### src/rtl/vga_timing_pkg.sv
// Shared timing presets and width helper for the VGA/HDMI timing generator family.
package vga_timing_pkg;

  localparam int unsigned P640_HACTIVE = 640;
  localparam int unsigned P640_HFP     = 16;
  localparam int unsigned P640_HSLEN   = 96;
  localparam int unsigned P640_HBP     = 48;
  localparam int unsigned P640_VACTIVE = 480;
  localparam int unsigned P640_VFP     = 10;
  localparam int unsigned P640_VSLEN   = 2;
  localparam int unsigned P640_VBP     = 33;
  localparam bit          P640_HPOL    = 1'b0;
  localparam bit          P640_VPOL    = 1'b0;

  localparam int unsigned P720_HACTIVE = 1280;
  localparam int unsigned P720_HFP     = 110;
  localparam int unsigned P720_HSLEN   = 40;
  localparam int unsigned P720_HBP     = 220;
  localparam int unsigned P720_VACTIVE = 720;
  localparam int unsigned P720_VFP     = 5;
  localparam int unsigned P720_VSLEN   = 5;
  localparam int unsigned P720_VBP     = 20;
  localparam bit          P720_HPOL    = 1'b1;
  localparam bit          P720_VPOL    = 1'b1;

  // Minimum width of 1 so a SCALE=1 phase counter still has a legal vector.
  function automatic int unsigned clog2w(input int unsigned v);
    return (v <= 1) ? 1 : $clog2(v);
  endfunction

endpackage

### src/rtl/vga_axis_counter.sv
// One timing axis: wrapping position counter, sync/active decode and an
// integer-scale phase sub-counter producing the source coordinate.
module vga_axis_counter
  import vga_timing_pkg::*;
#(
  parameter int unsigned W          = 11,
  parameter int unsigned TOTAL      = 800,
  parameter int unsigned ACTIVE     = 640,
  parameter int unsigned SYNC_START = 656,
  parameter int unsigned SYNC_LEN   = 96,
  parameter bit          POL        = 1'b0,
  parameter int unsigned SCALE      = 2
) (
  input  logic         clk_i,
  input  logic         rst_n_i,
  input  logic         step_i,
  output logic [W-1:0] cnt_o,
  output logic         wrap_o,
  output logic         active_d_o,
  output logic         sync_o,
  output logic         ph_last_o,
  output logic [W-1:0] src_o
);

  localparam int unsigned PH_W = clog2w(SCALE);
  localparam logic [W-1:0]    LAST    = W'(TOTAL - 1);
  localparam logic [W-1:0]    ACT     = W'(ACTIVE);
  localparam logic [W-1:0]    S0      = W'(SYNC_START);
  localparam logic [W-1:0]    S1      = W'(SYNC_START + SYNC_LEN);
  localparam logic [PH_W-1:0] PH_LAST = PH_W'(SCALE - 1);

  logic [W-1:0]    cnt_q, cnt_d, src_q, src_d;
  logic [PH_W-1:0] ph_q, ph_d;
  logic            sync_q, sync_d, in_sync;

  always_comb begin
    cnt_d = cnt_q;
    ph_d  = ph_q;
    src_d = src_q;
    if (step_i) begin
      cnt_d = (cnt_q == LAST) ? '0 : cnt_q + W'(1);
      // Phase and source coordinate hold through blanking, restart at position 0.
      if (cnt_d == '0) begin
        ph_d  = '0;
        src_d = '0;
      end else if (cnt_d < ACT) begin
        if (ph_q == PH_LAST) begin
          ph_d  = '0;
          src_d = src_q + W'(1);
        end else begin
          ph_d = ph_q + PH_W'(1);
        end
      end
    end
    in_sync = (cnt_d >= S0) && (cnt_d < S1);
    sync_d  = POL ? in_sync : ~in_sync;
  end

  always_ff @(posedge clk_i or negedge rst_n_i) begin
    if (!rst_n_i) begin
      cnt_q  <= LAST;
      ph_q   <= '0;
      src_q  <= '0;
      sync_q <= ~POL;
    end else begin
      cnt_q  <= cnt_d;
      ph_q   <= ph_d;
      src_q  <= src_d;
      sync_q <= sync_d;
    end
  end

  assign cnt_o      = cnt_q;
  assign wrap_o     = (cnt_q == LAST);
  assign active_d_o = (cnt_d < ACT);
  assign sync_o     = sync_q;
  assign ph_last_o  = (ph_q == PH_LAST);
  assign src_o      = src_q;

endmodule

### src/rtl/vga_timing_gen_scaled.sv
// Pixel timing generator with integer-upscale source coordinates and a
// per-source-row prefetch request for the line buffer.
module vga_timing_gen_scaled
  import vga_timing_pkg::*;
#(
  parameter int unsigned HACTIVE = P640_HACTIVE,
  parameter int unsigned HFP     = P640_HFP,
  parameter int unsigned HSLEN   = P640_HSLEN,
  parameter int unsigned HBP     = P640_HBP,
  parameter int unsigned VACTIVE = P640_VACTIVE,
  parameter int unsigned VFP     = P640_VFP,
  parameter int unsigned VSLEN   = P640_VSLEN,
  parameter int unsigned VBP     = P640_VBP,
  parameter bit          HPOL    = P640_HPOL,
  parameter bit          VPOL    = P640_VPOL,
  parameter int unsigned SCALE   = 2,
  parameter int unsigned CNT_W   = 11,
  parameter int unsigned FCNT_W  = 16
) (
  input  logic              pclk,
  input  logic              reset_n,
  input  logic              enable,
  output logic [CNT_W-1:0]  out_hcnt,
  output logic [CNT_W-1:0]  out_vcnt,
  output logic              out_hsync,
  output logic              out_vsync,
  output logic              out_blank,
  output logic              out_de,
  output logic [CNT_W-1:0]  out_src_x,
  output logic [CNT_W-1:0]  out_src_y,
  output logic              out_frame_start,
  output logic              out_line_start,
  output logic              out_line_req,
  output logic [CNT_W-1:0]  out_req_y,
  output logic [FCNT_W-1:0] out_frame_cnt
);

  localparam int unsigned HTOTAL = HACTIVE + HFP + HSLEN + HBP;
  localparam int unsigned VTOTAL = VACTIVE + VFP + VSLEN + VBP;
  localparam logic [CNT_W-1:0] HREQ_PRE = CNT_W'(HACTIVE - 1);
  localparam logic [CNT_W-1:0] VLAST    = CNT_W'(VTOTAL - 1);
  localparam logic [CNT_W-1:0] VACT_M1  = CNT_W'(VACTIVE - 1);

  if (SCALE < 1 || SCALE > 8) begin : g_bad_scale
    $error("vga_timing_gen_scaled: SCALE must be in 1..8");
  end
  if (HTOTAL >= (1 << CNT_W) || VTOTAL >= (1 << CNT_W)) begin : g_bad_width
    $error("vga_timing_gen_scaled: HTOTAL/VTOTAL do not fit in CNT_W");
  end
  if ((HACTIVE % SCALE) != 0 || (VACTIVE % SCALE) != 0) begin : g_bad_div
    $error("vga_timing_gen_scaled: active size not a multiple of SCALE");
  end

  logic h_wrap, v_wrap, h_act_d, v_act_d, v_ph_last, unused_h_ph_last;

  vga_axis_counter #(
    .W(CNT_W), .TOTAL(HTOTAL), .ACTIVE(HACTIVE), .SYNC_START(HACTIVE + HFP),
    .SYNC_LEN(HSLEN), .POL(HPOL), .SCALE(SCALE)
  ) u_h (
    .clk_i(pclk), .rst_n_i(reset_n), .step_i(enable),
    .cnt_o(out_hcnt), .wrap_o(h_wrap), .active_d_o(h_act_d), .sync_o(out_hsync),
    .ph_last_o(unused_h_ph_last), .src_o(out_src_x)
  );

  vga_axis_counter #(
    .W(CNT_W), .TOTAL(VTOTAL), .ACTIVE(VACTIVE), .SYNC_START(VACTIVE + VFP),
    .SYNC_LEN(VSLEN), .POL(VPOL), .SCALE(SCALE)
  ) u_v (
    .clk_i(pclk), .rst_n_i(reset_n), .step_i(enable & h_wrap),
    .cnt_o(out_vcnt), .wrap_o(v_wrap), .active_d_o(v_act_d), .sync_o(out_vsync),
    .ph_last_o(v_ph_last), .src_o(out_src_y)
  );

  logic              blank_q, blank_d, de_q, de_d;
  logic              fs_q, fs_d, ls_q, ls_d, lr_q, lr_d;
  logic [CNT_W-1:0]  req_y_q, req_y_d;
  logic [FCNT_W-1:0] fc_q, fc_d;

  always_comb begin
    ls_d    = enable & h_wrap;
    fs_d    = ls_d & v_wrap;
    blank_d = ~(h_act_d & v_act_d);
    de_d    = h_act_d & v_act_d;
    fc_d    = fs_d ? fc_q + FCNT_W'(1) : fc_q;
    lr_d    = 1'b0;
    req_y_d = req_y_q;
    // Next edge lands on hcnt==HACTIVE; the line does not change there, so the
    // current row's phase tells whether the following row starts a new source row.
    if (enable && out_hcnt == HREQ_PRE) begin
      if (out_vcnt == VLAST) begin
        lr_d    = 1'b1;
        req_y_d = '0;
      end else if (out_vcnt < VACT_M1 && v_ph_last) begin
        lr_d    = 1'b1;
        req_y_d = out_src_y + CNT_W'(1);
      end
    end
  end

  always_ff @(posedge pclk or negedge reset_n) begin
    if (!reset_n) begin
      blank_q <= 1'b1;
      de_q    <= 1'b0;
      fs_q    <= 1'b0;
      ls_q    <= 1'b0;
      lr_q    <= 1'b0;
      req_y_q <= '0;
      fc_q    <= '0;
    end else begin
      blank_q <= blank_d;
      de_q    <= de_d;
      fs_q    <= fs_d;
      ls_q    <= ls_d;
      lr_q    <= lr_d;
      req_y_q <= req_y_d;
      fc_q    <= fc_d;
    end
  end

  assign out_blank       = blank_q;
  assign out_de          = de_q;
  assign out_frame_start = fs_q;
  assign out_line_start  = ls_q;
  assign out_line_req    = lr_q;
  assign out_req_y       = req_y_q;
  assign out_frame_cnt   = fc_q;

endmodule
### config.mk
export PLATFORM = sky130hd
export DESIGN_NAME = vga_timing_gen_scaled
export DESIGN_NICKNAME = d
export VERILOG_FILES = /design/src/rtl/vga_timing_pkg.sv /design/src/rtl/vga_axis_counter.sv /design/src/rtl/vga_timing_gen_scaled.sv
export SDC_FILE = /design/constraint.sdc
export NUM_CORES = 1
export LEC_CHECK = 0
export ABC_AREA = 1
export CORE_MARGIN = 10
export CORE_UTILIZATION = 58
export DETAILED_ROUTE_END_ITERATION = 16
export PLACE_DENSITY = 0.95
export REMOVE_ABC_BUFFERS = 1
export SKIP_CTS_REPAIR_TIMING = 1
export SYNTH_ARGS = -nofsm -noshare
export SYNTH_HDL_FRONTEND = slang
export SYNTH_SLANG_ARGS = --single-unit
export TNS_END_PERCENT = 1
### constraint.sdc
create_clock -name pclk -period 3.3 [get_ports pclk]
set_clock_uncertainty 0.15 [all_clocks]
set_input_delay 0.33 -clock pclk [delete_from_list [all_inputs] [get_ports pclk]]
set_output_delay 0.33 -clock pclk [all_outputs]
set_load 0.005 [all_outputs]
==> impl_results.md, run 1 <==
- Congestion Overflow GR: 0
- Antenna Violating Nets Remaining: 0
- CP Cell Sequence: ha_1, nand2_2, nor2_8, nand4_4, inv_2, nand3_1, nor2_4, nand2_1, nand2_1, nand2_1
- Proportion of netlist area held by the largest area contributor: 36.2%
- Slew margin rel.: 33.2%
- Mapped Area: 4630 um2
- Critical path depth: 10
- CTS sink count: 80
- Std cell rows: 32
- CORE AREA: 7730 um2
- CP endpoint kind: flop
- Via/cell ratio: 5.59
- Setup TNS: 0 ps
- Tot Pwr: 2.54 mW
- Starting Density: 59.9%
- DIE WIDTH: 109 um
- Fmax: 374 MHz
- #FFs+latches synth: 80
- Setup WS pre-CTS: 672 ps
- Share of layout cells above drive strength 1: 8.69%
- Nets: 684
- CP most frequent cell: nand2_1
- Initial antenna violation count: 0
- Max incr delay on CP: 620 ps
- Design area: 5680 um2
- Die extent in y: 109 um
- First-pass GRT wire length: 19900 um
- Clk Latency, worst-skew pair: 350 ps
- Hold WC Path Type: input port to async pin
- Worst-case clock buffer depth: 2
- Top-Level Pins: 81
- Failing checks: hold timing
- PD cells: 447 nW/um2
- Placed inst area: 5480 um2
- Max IR drop VDD: 0.000332 V
- CP startpoint kind: flop
- Placed insts: 765
- Critical Path AT: 2760 ps
- CTS clk-pin slew, worst paths: 90 ps
- Slew Viols, Final: 0
- Max Cap Viol: 0
- Hold_ws: -42.4 ps
- DRC: 0
- Distinct cells, synth: 33
- Reg2reg setup slack: 630 ps
- Cells on worst reg2reg path: 10
- Worst EP required: 3390 ps
- Period utilization: 81.0%
- Final hold violation count: 13
- Final wirelength: 12000 um
- # fillers: 565
- Mean area per synthesized cell: 7.74 um2
- Register area: 2020 um2
- Initial DRT Pass Iterations: 6
- CP Class: flop to flop
- DR WL/cell: 15.4 um
- Setup Viol. Count Final: 0
- Vias in the first global route: 4192
- Non-Filler Instances: 781
- Most common cell after layout, fill and taps aside: nand2_1
- PnR worst setup slack: 628 ps
- DP Wirelength: 8890 um
- Most frequent cells in the layout: nand2_1, clkdlybuf4s50_1, inv_1
- CTS root buffer: clkbuf_8
- H-tree depth: 3
- Seq/Total Area, Yosys: 43.6%
- Pleak: 2.81 nW
- Area leader, netlist: dfrtp_1
- RSZ-0062 raised after global routing: no
- Area Overhead vs Synth: 22.7%
- Total track usage: 20.3%
- Min Tclk post-route: 2670 ps
- CTS tree: yes
- Slew @ Worst Pin: 1000 ps
- Iteration-0 DRC Markers: 365
- Slowest cell on crit path: dfstp_2
- Status: complete, but fails checks
- Synth warn: 0
- Total number of vias: 4363
- Largest net degree at the start of global routing: 81
- CTS Buf Count: 9
- Die area: 11900 um2
- Ranking of synthesized cells by area: dfrtp_1, nand2_1, dfstp_2, nand4_1, inv_1
- Post-synthesis cell count: 598
- Buffers on Ports: 80
- Top Family by Delay on Critical Path: simple AND/OR/NAND/NOR gates
- Worst path bufs/invs: 1
- Crit path max fanout: 14
- ANT cells: 0
- Multi-input logic area: 2240 um2
- Routability cong.: 0.956
-- stage by stage --
| stage | util, % | hold slack [ps] |
|---|---|---|
| 5_1_grt | 73.5 | 63.9 |
| 2_1_floorplan | - | -116 |
| 3_3_place_gp | 70.9 | 335 |
| 4_1_cts | 73.5 | 23.4 |
| 3_5_place_dp | 70.9 | 346 |
| 6_report | 73.5 | -42.4 |
-- cell families after synthesis --
kind of cell,Yosys count,synth area share [%]
simple gates,332,33.9
flops,80,43.6
fa+ha+maj,7,1.89
buf+inv,91,7.92
xor+xnor,33,6.25
compound gates,55,6.41
-- final timing paths --
check | end | from
max | u_v.src_o[0] | u_h.cnt_o[0]
min | u_h.src_o[3] | reset_n
max reg2reg | u_v.src_o[0] | u_h.cnt_o[0]
min reg2reg | u_h.cnt_o[1] | u_h.cnt_o[1]
max in group asynchronous | u_h.cnt_o[5] | reset_n
min in group pclk | u_h.cnt_o[1] | u_h.cnt_o[1]
-- synthesized netlist by cell type, drive strengths merged --
library cell and count:
nor2 45, inv 74, xnor2 11, a21oi 4, nand3 39, ha 7
a21boi 1, nor4 5, dfstp 13, nand4 48, clkbuf 8, dfrtp 67
buf 9, nand2b 1, nand2 181, or2 3, o21a 1, o21bai 2
nand3b 3, xor2 22, o21ai 47, nor3 7
-- worst register-to-register path, cell delays in order (launching register included) --
cell and delay [ps]:
dfstp_2 620, ha_1 240, nand2_2 110, nor2_8 200, nand4_4 200, inv_2 130, nand3_1 120, nor2_4 290
nand2_1 310, nand2_1 130, nand2_1 60
-- layer usage --
layer  GRT usage, %  wire length (um)  vias to the layer above
li1               -                 -                     2099
met1           25.4              4980                     2078
met2           34.8              5980                      166
met3           5.03               922                       20
met4           4.46               128                        0
met5              0                 0                        -
-- report_power, final --
part	total, mW	leakage (nW)	internal, mW	switching (mW)
sequential	1.22	1.05	1.08	0.141
clock	0.744	0.102	0.358	0.387
combinational	0.573	1.66	0.243	0.329
-- state kept, by name (all words and copies together) (netlist names) --
register	cells
out_line_start	1
u_v.src_o	11
out_de	1
u_h.cnt_o	11
u_v.cnt_o	11
u_h.ph_last_o	1
u_h.src_o	11
out_line_req	1
out_req_y	11
out_blank	1
out_frame_start	1
u_h.sync_o	1
out_frame_cnt	16
u_v.ph_last_o	1
u_v.sync_o	1
-- area by class of cell --
type,instances,area share [%]
Tap cell,102,2.25
Inverter,74,4.89
Timing Repair Buffer,82,14.3
Multi-Input combinational cell,427,39.5
Clock buffer,9,2.18
Sequential cell,80,35.5
Clock inverter,7,1.34
No activity file was read; power rests on OpenSTA's default activity.
==> inputs of run 2 (changes only) <==
- CORE_UTILIZATION: 58 -> 53
- PLACE_DENSITY: 0.95 -> 0.9
- clock period: 3.3 -> 2.71 ns (I/O delays scaled with it)
==> impl_results.md, run 2 (synthesis gave the netlist of run 1 again) <==
- Status: complete, but fails checks
- Failing checks: hold timing
- Most frequent cells in the layout: nand2_1, clkdlybuf4s50_1, inv_1
- CP endpoint kind: flop
- First-pass GRT wire length: 20100 um
- Top Family by Delay on Critical Path: simple AND/OR/NAND/NOR gates
- Final wirelength: 12100 um
- Max Cap Viol: 0
- PnR worst setup slack: 95.7 ps
- DIE WIDTH: 113 um
- Starting Density: 53.8%
- Placed insts: 775
- Slew @ Worst Pin: 990 ps
- Non-Filler Instances: 790
- Slew Viols, Final: 0
- CTS clk-pin slew, worst paths: 80 ps
- Tot Pwr: 3.17 mW
- Final hold violation count: 67
- CTS sink count: 80
- Slowest cell on crit path: dfstp_2
- H-tree depth: 3
- Initial antenna violation count: 0
- Largest net degree at the start of global routing: 81
- Met2 WL post-DR: 5890 um
- Most common cell after layout, fill and taps aside: nand2_1
- Hold WC Path Type: input port to async pin
- CTS root buffer: clkbuf_8
- Min Tclk post-route: 2610 ps
- Worst-case clock buffer depth: 2
- CP Class: flop to flop
- Total track usage: 18.7%
- Vias in the first global route: 4168
- Die extent in y: 113 um
- Worst EP required: 2800 ps
- Met3 Wirelength: 869 um
- Worst path bufs/invs: 0
- Total number of vias: 4355
- Hold_ws: -77.4 ps
- Via/cell ratio: 5.51
- CORE AREA: 8590 um2
- Crit path max fanout: 11
- PD cells: 552 nW/um2
- DP Wirelength: 8900 um
- CP Cell Sequence: ha_1, nand2_2, nor2_8, nand3_1, nand2_1, nand2_1, nor2_1, nand2_1, o21bai_2, nand2_2, nand2_1, nand2_1
- Post-Route M1 WL: 5140 um
- Top-Level Pins: 81
- CTS Buf Count: 9
- Routability cong.: 0.923
- Initial DRT Pass Iterations: 5
- Std cell rows: 34
- Die area: 12900 um2
- Antenna Violating Nets Remaining: 0
- Congestion Overflow GR: 0
- Top layer in use: met4
- Pleak: 2.83 nW
- Critical Path AT: 2700 ps
- Share of layout cells above drive strength 1: 9.68%
- Max incr delay on CP: 610 ps
- Buffers on Ports: 80
- Iteration-0 DRC Markers: 264
- # fillers: 689
- Setup Viol. Count Final: 0
- ANT cells: 0
- Max IR drop VDD: 0.000309 V
- DRC: 0
- Area Overhead vs Synth: 24.2%
- Nets: 688
- Period utilization: 96.5%
- Setup WS pre-CTS: 115 ps
- CP most frequent cell: nand2_1
- Slew margin rel.: 34.0%
- DR WL/cell: 15.3 um
- Clk Latency, worst-skew pair: 350 ps
- CTS tree: yes
- CP startpoint kind: flop
- Setup TNS: 0 ps
- Fmax: 383 MHz
- Max reg flops: 16
run 2: changes by cell type in the layout (fill, tap and decap cells not counted), sizes merged:
cell / change
buf: +4
inv: -3
bufinv: +1
clkbuf: +1
clkinv: +1
clkinvlp: -1
run 2: area by class of cell:
class | count | area [um2] | share of cell area, %
well taps | 108 | 135 | 2.35
multi-input cells | 427 | 2260 | 39.4
flip-flops and latches | 80 | 2020 | 35.1
repair buffers | 86 | 843 | 14.7
clock inverters | 5 | 82.6 | 1.44
clock buffers | 10 | 128 | 2.22
inverters | 74 | 278 | 4.83
run 2: path summary, 6_finish.rpt:
check / end / slack, ps / cells past startpoint / from
hold / removal: u_h.src_o[3] / -80 / 1 / reset_n
max in group asynchronous: out_line_start / 1840 / 1 / reset_n
min in group pclk: u_h.cnt_o[1] / 350 / 2 / u_h.cnt_o[1]
setup / recovery: u_h.src_o[9] / 100 / 12 / u_h.cnt_o[0]
hold reg to reg: u_h.cnt_o[1] / 350 / 2 / u_h.cnt_o[1]
setup reg to reg: u_h.src_o[9] / 100 / 12 / u_h.cnt_o[0]
run 2: stage by stage:
stage                     area, um2  hold WS, ps  util [%]
after global placement         5520          331      64.2
final                          5750        -77.4      66.9
after CTS                      5730        -27.6      66.6
after detailed placement       5520          339      64.2
after global routing           5750         3.21      66.9
after floorplan                4540         -175         -
run 2: power by group:
group	switching (mW)	internal, mW	total (mW)
registers	0.182	1.31	1.50
clock network	0.442	0.516	0.958
logic	0.412	0.307	0.718
total	1.04	2.14	3.17
run 2: per-layer routing:
metal | up-vias | global-route usage [%]
li1 | 2104 | -
met1 | 2064 | 23.3
met2 | 166 | 30.5
met3 | 21 | 5.30
met4 | 0 | 6.43
met5 | - | 0
==> inputs of run 3 (changes only) <==
- GPL_TIMING_DRIVEN: not set -> 0
- PLACE_DENSITY: 0.9 -> 0.79
==> impl_results.md, run 3 (synthesis gave the netlist of run 1 again) <==
- Status: complete, no violations
- Most frequent cells in the layout: nand2_1, clkdlybuf4s50_1, inv_1
- Placed inst area: 5500 um2
- Largest net degree at the start of global routing: 52
- Starting Density: 53.8%
- Iteration-0 DRC Markers: 258
- Congestion Overflow GR: 0
- Total number of vias: 4264
- Die area: 12900 um2
- Setup TNS: 0 ps
- Vias in the first global route: 4091
- Max IR drop VDD: 0.000263 V
- Slew @ Worst Pin: 614 ps
- DP Wirelength: 8610 um
- Setup Viol. Count Final: 0
- Hold WC Path Type: input port to async pin
- CP endpoint kind: flop
- Max reg flops: 16
- Nets: 691
- Share of layout cells above drive strength 1: 10.5%
- PD cells: 551 nW/um2
- Antenna Violating Nets Remaining: 0
- DRC: 0
- Final wirelength: 11700 um
- Total track usage: 18.3%
- Max Cap Viol: 0
- CTS clk-pin slew, worst paths: 100 ps
- DIE WIDTH: 113 um
- Post-Route M1 WL: 4960 um
- Area Overhead vs Synth: 25.9%
- Cells on worst reg2reg path: 10
- Min Tclk post-route: 2530 ps
- CTS sink count: 80
- Design area: 5820 um2
- Via/cell ratio: 5.37
- ANT cells: 0
- Crit path max fanout: 9
- Slew margin rel.: 58.9%
- Routability cong.: 0.869
- H-tree depth: 3
- Reg2reg setup slack: 180 ps
- Slew Viols, Final: 0
- Pleak: 2.87 nW
- Met3 Wirelength: 916 um
- Setup WS pre-CTS: -225 ps
- Critical Path AT: 2670 ps
- Initial DRT Pass Iterations: 5
- CTS tree: yes
- Period utilization: 93.3%
- Worst EP required: 2850 ps
- PnR worst setup slack: 180 ps
- First-pass GRT wire length: 19800 um
- Die extent in y: 113 um
- Top-Level Pins: 81
- DR WL/cell: 14.8 um
- Most common cell after layout, fill and taps aside: nand2_1
- Final hold violation count: 0
- CTS Buf Count: 9
- CTS root buffer: clkbuf_8
- Clk Latency, worst-skew pair: 350 ps
- Buffers on Ports: 80
- Std cell rows: 34
- Top layer in use: met4
- Initial antenna violation count: 0
- Worst-case clock buffer depth: 2
- Fmax: 395 MHz
- Hold_ws: 232 ps
- CORE AREA: 8590 um2
- CP Class: flop to flop
- CP startpoint kind: flop
- Met2 WL post-DR: 5760 um
- Tot Pwr: 3.21 mW
## run 3: worst max-delay path: stages, from the launching register on
cell     delay (ps)
dfstp_2         620
ha_2            240
nand2_2          90
nor2_8          210
nand3_1         200
nand3_1         190
inv_1            90
a21oi_4         250
buf_4           200
nand4_1         110
nand2_1         110
## run 3: final timing paths
| check | from | to |
|---|---|---|
| max in group asynchronous | reset_n | u_h.cnt_o[4] |
| setup / recovery | u_h.cnt_o[0] | u_h.src_o[0] |
| min in group pclk | out_frame_cnt[5] | out_frame_cnt[5] |
| hold / removal | reset_n | out_line_req |
| setup reg to reg | u_h.cnt_o[0] | u_h.src_o[0] |
| hold reg to reg | out_frame_cnt[5] | out_frame_cnt[5] |
## run 3: power breakdown
part           switching, mW  internal (mW)
sequential             0.170           1.31
clock                  0.474          0.530
combinational          0.412          0.306
## run 3: layout make-up
class | count | area [um2]
multi-input cells | 427 | 2280
well taps | 108 | 135
repair buffers | 89 | 888
fillers | 739 | 2770
clock buffers | 9 | 124
clock inverters | 7 | 101
flip-flops and latches | 80 | 2020
inverters | 74 | 278
## run 3: metrics by stage
step           instances  util [%]
2_1_floorplan        581         -
3_3_place_gp         769      63.7
3_5_place_dp         770      64.0
4_1_cts              786      66.6
5_1_grt              794      67.8
6_report             794      67.8
## run 3: routing by layer
| metal | track usage, % | vias to the layer above |
|---|---|---|
| met5 | 0 | - |
| met3 | 5.04 | 11 |
| met4 | 5.92 | 0 |
| met1 | 23.3 | 1994 |
| li1 | - | 2119 |
| met2 | 29.6 | 140 |
